### config.mk
export PLATFORM = sky130hd
export DESIGN_NAME = data_bus_bridge
export DESIGN_NICKNAME = d
export VERILOG_FILES = /design/src/rtl/data_bus_bridge.sv
export SDC_FILE = /design/constraint.sdc
export NUM_CORES = 1
export LEC_CHECK = 0
export BUFFER_PORTS_ARGS = -buffer_cell sky130_fd_sc_hd__clkbuf_2
export CAP_MARGIN = 20
export CORE_AREA = 2 2 129 131
export DETAILED_ROUTE_END_ITERATION = 8
export DIE_AREA = 0 0 131 133
export GPL_ROUTABILITY_DRIVEN = 1
export SYNTH_ARGS = -nofsm -noshare
export SYNTH_HDL_FRONTEND = slang
export SYNTH_SLANG_ARGS = --single-unit
### constraint.sdc
create_clock -name clk -period 2.5 [get_ports clk]
set_clock_uncertainty 0.15 [all_clocks]
set_input_delay 0.5 -clock clk [delete_from_list [all_inputs] [get_ports clk]]
set_output_delay 0.5 -clock clk [all_outputs]
set_load 0.01 [all_outputs]
### src/rtl/data_bus_bridge.sv
// data_bus_bridge: converts the MEM-stage single-cycle SRAM-style port into a
// valid/ready request bus plus a response bus. Stalls the pipeline while a
// transaction is in flight, holds read data until the pipeline advances, and
// handles pipeline flush and bus timeout. At most one transaction outstanding.
//
// Handshake semantics (request channel): req_valid rises only in REQ and,
// once high, req_write/req_strb/req_addr/req_wdata stay stable until the
// cycle in which req_valid & req_ready are both high; that cycle is the
// transfer. The response channel has no ready: resp_valid is a single-cycle
// pulse that is consumed only in WAIT (delivered) or DRAIN (discarded) and
// ignored in every other state.
module data_bus_bridge #(
  parameter int ADDR_W  = 32,
  parameter int DATA_W  = 32,
  parameter int TIMEOUT = 255
) (
  input  logic                clk,
  input  logic                rst,
  // MEM-stage side
  input  logic                mem_en,
  input  logic [DATA_W/8-1:0] mem_wen,
  input  logic [ADDR_W-1:0]   mem_addr,
  input  logic [DATA_W-1:0]   mem_wdata,
  output logic [DATA_W-1:0]   mem_rdata,
  input  logic                addr_err,
  input  logic                flush,
  input  logic                pipe_adv,
  output logic                stall,
  output logic                bus_err,
  // Request channel
  output logic                req_valid,
  input  logic                req_ready,
  output logic                req_write,
  output logic [DATA_W/8-1:0] req_strb,
  output logic [ADDR_W-1:0]   req_addr,
  output logic [DATA_W-1:0]   req_wdata,
  // Response channel
  input  logic                resp_valid,
  input  logic [DATA_W-1:0]   resp_data,
  // Debug: current FSM state (IDLE=0, REQ=1, WAIT=2, DRAIN=3, DONE=4)
  output logic [2:0]          dbg_state
);

  localparam int STRB_W = DATA_W / 8;

  // Counter only needs to reach TIMEOUT-1; keep at least one bit so the
  // design still elaborates when the timeout is disabled.
  localparam int CNT_W = (TIMEOUT > 1) ? $clog2(TIMEOUT) : 1;
  localparam logic [CNT_W-1:0] TO_LAST =
    (TIMEOUT > 0) ? CNT_W'(TIMEOUT - 1) : '0;

  typedef enum logic [2:0] {
    ST_IDLE  = 3'd0,
    ST_REQ   = 3'd1,
    ST_WAIT  = 3'd2,
    ST_DRAIN = 3'd3,
    ST_DONE  = 3'd4
  } state_e;

  state_e              state_q, state_d;
  logic                req_write_q, req_write_d;
  logic [STRB_W-1:0]   req_strb_q, req_strb_d;
  logic [ADDR_W-1:0]   req_addr_q, req_addr_d;
  logic [DATA_W-1:0]   req_wdata_q, req_wdata_d;
  logic [DATA_W-1:0]   rdata_q, rdata_d;
  logic [CNT_W-1:0]    cnt_q, cnt_d;

  logic start;
  logic timeout_hit;

  // A new access is launched only when the MEM stage asks, the address is
  // aligned and the instruction is not being flushed.
  assign start = mem_en & ~addr_err & ~flush;

  // Counter has spent its budget in WAIT/DRAIN; never fires when disabled.
  assign timeout_hit = (TIMEOUT != 0) && (cnt_q == TO_LAST);

  // State register
  always_ff @(posedge clk) begin
    if (rst) begin
      state_q <= ST_IDLE;
    end else begin
      state_q <= state_d;
    end
  end

  // Next-state logic
  always_comb begin
    state_d = state_q;
    case (state_q)
      ST_IDLE: begin
        if (start) state_d = ST_REQ;
      end
      ST_REQ: begin
        // An accepted request must be drained even if flushed, since the
        // bus will still answer it.
        if (req_ready) begin
          state_d = flush ? ST_DRAIN : ST_WAIT;
        end else if (flush) begin
          state_d = ST_IDLE;
        end
      end
      ST_WAIT: begin
        // Timeout wins over flush: once the bus is declared dead there is
        // nothing left to drain.
        if (resp_valid) begin
          state_d = ST_DONE;
        end else if (timeout_hit) begin
          state_d = ST_DONE;
        end else if (flush) begin
          state_d = ST_DRAIN;
        end
      end
      ST_DRAIN: begin
        if (resp_valid || timeout_hit) state_d = ST_IDLE;
      end
      ST_DONE: begin
        if (pipe_adv || flush) state_d = ST_IDLE;
      end
      default: state_d = ST_IDLE;
    endcase
  end

  // Moore/Mealy outputs toward the pipeline and the bus
  always_comb begin
    req_valid = 1'b0;
    stall     = 1'b0;
    bus_err   = 1'b0;
    case (state_q)
      ST_IDLE: begin
        stall = start;
      end
      ST_REQ: begin
        req_valid = 1'b1;
        stall     = 1'b1;
      end
      ST_WAIT: begin
        stall   = 1'b1;
        bus_err = ~resp_valid & timeout_hit;
      end
      ST_DRAIN: begin
        // The flushed access is gone; only a new access has to wait.
        stall = mem_en;
      end
      ST_DONE: begin
        stall = 1'b0;
      end
      default: begin
        stall = 1'b0;
      end
    endcase
  end

  // Datapath next values: request capture, read-data capture, wait counter
  always_comb begin
    req_write_d = req_write_q;
    req_strb_d  = req_strb_q;
    req_addr_d  = req_addr_q;
    req_wdata_d = req_wdata_q;
    rdata_d     = rdata_q;
    cnt_d       = '0;

    case (state_q)
      ST_IDLE: begin
        if (start) begin
          req_write_d = |mem_wen;
          req_strb_d  = (|mem_wen) ? mem_wen : {STRB_W{1'b1}};
          req_addr_d  = mem_addr;
          req_wdata_d = mem_wdata;
        end
      end
      ST_WAIT: begin
        cnt_d = cnt_q + 1'b1;
        if (resp_valid) begin
          rdata_d = req_write_q ? '0 : resp_data;
        end else if (timeout_hit) begin
          rdata_d = '0;
        end
      end
      ST_DRAIN: begin
        cnt_d = cnt_q + 1'b1;
      end
      default: begin
        cnt_d = '0;
      end
    endcase
  end

  // Datapath registers
  always_ff @(posedge clk) begin
    if (rst) begin
      req_write_q <= 1'b0;
      req_strb_q  <= '0;
      req_addr_q  <= '0;
      req_wdata_q <= '0;
      rdata_q     <= '0;
      cnt_q       <= '0;
    end else begin
      req_write_q <= req_write_d;
      req_strb_q  <= req_strb_d;
      req_addr_q  <= req_addr_d;
      req_wdata_q <= req_wdata_d;
      rdata_q     <= rdata_d;
      cnt_q       <= cnt_d;
    end
  end

  assign req_write = req_write_q;
  assign req_strb  = req_strb_q;
  assign req_addr  = req_addr_q;
  assign req_wdata = req_wdata_q;
  assign mem_rdata = rdata_q;
  assign dbg_state = state_q;

endmodule

==> run_results.csv <==
group,metric,value,unit
run_status,status,"completed",
clocking,htree_levels,3,
timing,hold_viol,0,
floorplan,rows,47,
synthesis,synth.avg_cell_area,8.47,um2
clocking,clkSinkCount,112,
critical_path,path_max_fanout,11,
synthesis,ys_warn_count,0,
synthesis,syn_inst,560,
placement,place_congestion,0.722,
synthesis,netlist_area,4740,um2
floorplan,start_util,0.293,
global_route,grtUsageTotal,0.161,
clocking,path_clk_slew,80,ps
synthesis,synth_cell_types,39,
placement,port_buffers,214,
timing,finalSetupViolCount,0,
placement,dp_hpwl,9610,um
critical_path,crit_path_end_kind,"output port",
global_route,grt_pass1_vias,4274,
pwr,power-per-cell-area,612,nW/um2
clocking,cts_root_buf,"clkbuf_16",
timing,fin_crit,2200,ps
timing,min_period_over_period,0.879,
timing,rsz0062_at_grt,"no",
clocking,cts_tree,"yes",
drt,wire_per_inst,14.8,um
timing,fin_setup_tns,0,ps
synthesis,synthArstFlopShare,0,
drt,firstDrtPassIters,4,
cells_and_area,multiInputGateArea,2150,um2
timing,slew_headroom,0.488,
timing,maxClockFrequency,0.455,GHz
clocking,clk_latency,350,ps
cells_and_area,n_fill_cell,1683,
synthesis,ys.flop_type,"dfxtp_1",
timing,tightest_slew,768,ps
critical_path,worstSetupPathType,"flip-flop to output port",
drt,first_iter_violations,378,
job,maxCapViolCount,0,
cells_and_area,fin_area,6250,um2
clocking,post_cts_resized,0,
drt,vias,4797,
synthesis,yosysSeqAreaShare,0.473,
synthesis,synth.ff_latch_count,112,
floorplan,die_w,131,um
floorplan,die_area,17400,um2
floorplan,coreArea,16200,um2
clocking,cts_buffer_depth,2,
synthesis,syn-num-nets,670,
floorplan,die_h,133,um
drt,viasPerCell,4.96,
pwr,p_total,3.82,mW
global_route,grt_pass1_wl,22300,um
clocking,cts_made_buffers,9,
drt,wirelength,14300,um
global_route,gr-total-overflow,0,
clocking,post_cts_buffers,0,
placement,place_area,5920,um2
critical_path,crit_arrival,1550,ps
critical_path,startpoint_type,"flip-flop",
drt,postRouteAntennaNets,0,
pwr,irDropWorstVdd,0.289,mV
drt,drc,0,
clocking,ctsHoldBuffers,0,
floorplan,boundaryPins,215,
timing,slew_viol_final,0,
cells_and_area,final-seq-area,2240,um2
cells_and_area,diodes,0,
cells_and_area,drive_gt1_frac,0.351,
global_route,grt_max_degree,71,
cells_and_area,area_growth,31.8,%
worst_hold_path,hold_path.class,"input port to flip-flop",
global_route,antenna_found_initial,0,
cells_and_area,nNetsFinal,852,
critical_path,required,1850,ps
synthesis,synth-edff-count,0,
pwr,p_leak,2.48,nW
## critical path, cell delays in order, from the launching register on
cell	delay, ps
dfxtp_1	440
or3b_1	430
nor4_2	140
clkbuf_2	190
## kinds of logic (layout without fill, tap and decap cells)
| logic type | count (synthesis) | count (layout) | share of synthesized area |
|---|---|---|---|
| adder cells (fa/ha/maj) | 2 | 2 | 0.00527 |
| AND/OR/NAND/NOR | 199 | 199 | 0.216 |
| AO/OA/AOI/OAI | 180 | 180 | 0.218 |
| flip-flops | 112 | 112 | 0.473 |
| buffers and inverters | 62 | 249 | 0.0789 |
| multiplexers | 1 | 1 | 0.00211 |
| XOR/XNOR | 4 | 4 | 0.00739 |
## registers in the layout (all words and copies together), names as in the netlist
signal     flops
cnt_q          8
dbg_state      3
mem_rdata     32
req_write      1
req_strb       4
req_addr      32
req_wdata     32
## where the power goes
| part | switching (mW) | total [mW] | internal (mW) |
|---|---|---|---|
| Clock | 0.687 | 1.60 | 0.910 |
| Sequential | 0.0242 | 1.85 | 1.82 |
| Combinational | 0.227 | 0.380 | 0.153 |
## synthesized netlist by cell type, types with 3 or more instances
master	count	share of area
a21oi_1	68	0.072
buf_1	3	0.0024
buf_2	14	0.015
buf_4	13	0.021
buf_6	10	0.024
clkbuf_1	19	0.015
dfxtp_1	112	0.47
nand2_1	35	0.028
nand3_1	133	0.14
nor2_1	8	0.0063
nor3_1	4	0.0042
nor3b_2	3	0.0079
o211ai_1	32	0.051
o21ai_0	31	0.033
o21ai_1	40	0.042
o221a_2	4	0.0095
or3_1	3	0.0040
## per-layer routing
metal,track usage,share of wire,vias up
li1,-,-,2395
met1,0.219,0.45,2217
met2,0.234,0.45,160
met3,0.0388,0.064,25
met4,0.0869,0.031,0
met5,0,0,-
## final timing paths
kind	start	end	slack [ps]	cells after the start
worst max-delay path	dbg_state[0]	bus_err	300	3
worst min-delay path	mem_addr[1]	req_addr[1]	220	3
worst max register to register	dbg_state[0]	req_strb[1]	550	3
worst min register to register	cnt_q[0]	cnt_q[0]	310	1
## final cells by class
type,instances,share of cell area
timing repair buffer,230,0.198
sequential,112,0.359
tap,220,0.0440
multi-input combinational,386,0.344
clock buffer,10,0.0382
inverter,3,0.00180
clock inverter,6,0.0148
## placed cells by master (no fill, tap or decap), drive strengths merged, types with 2 or more instances in the layout
cell | netlist | final
clkbuf | 19 | 224
nand3 | 133 | 133
dfxtp | 112 | 112
o21ai | 71 | 71
a21oi | 68 | 68
nand2 | 35 | 35
o211ai | 32 | 32
buf | 40 | 16
nor2 | 9 | 9
o221a | 4 | 4
nor3 | 4 | 4
nor3b | 4 | 4
or3 | 4 | 4
inv | 3 | 3
nand3b | 2 | 2
xor2 | 2 | 2
xnor2 | 2 | 2
nor4b | 2 | 2
ha | 2 | 2
clkinv | 0 | 2
clkinvlp | 0 | 2
bufinv | 0 | 2
or3b | 2 | 2
## metrics by stage
stage	hold slack (ps)	instances	setup WS, ps	utilization
global placement	296	951	488	0.366
detailed placement	302	951	466	0.366
CTS	204	967	282	0.387
finish	218	967	302	0.387
global route	202	967	209	0.387
floorplan	280	560	528	-
Power figures use the tool's default switching activity.
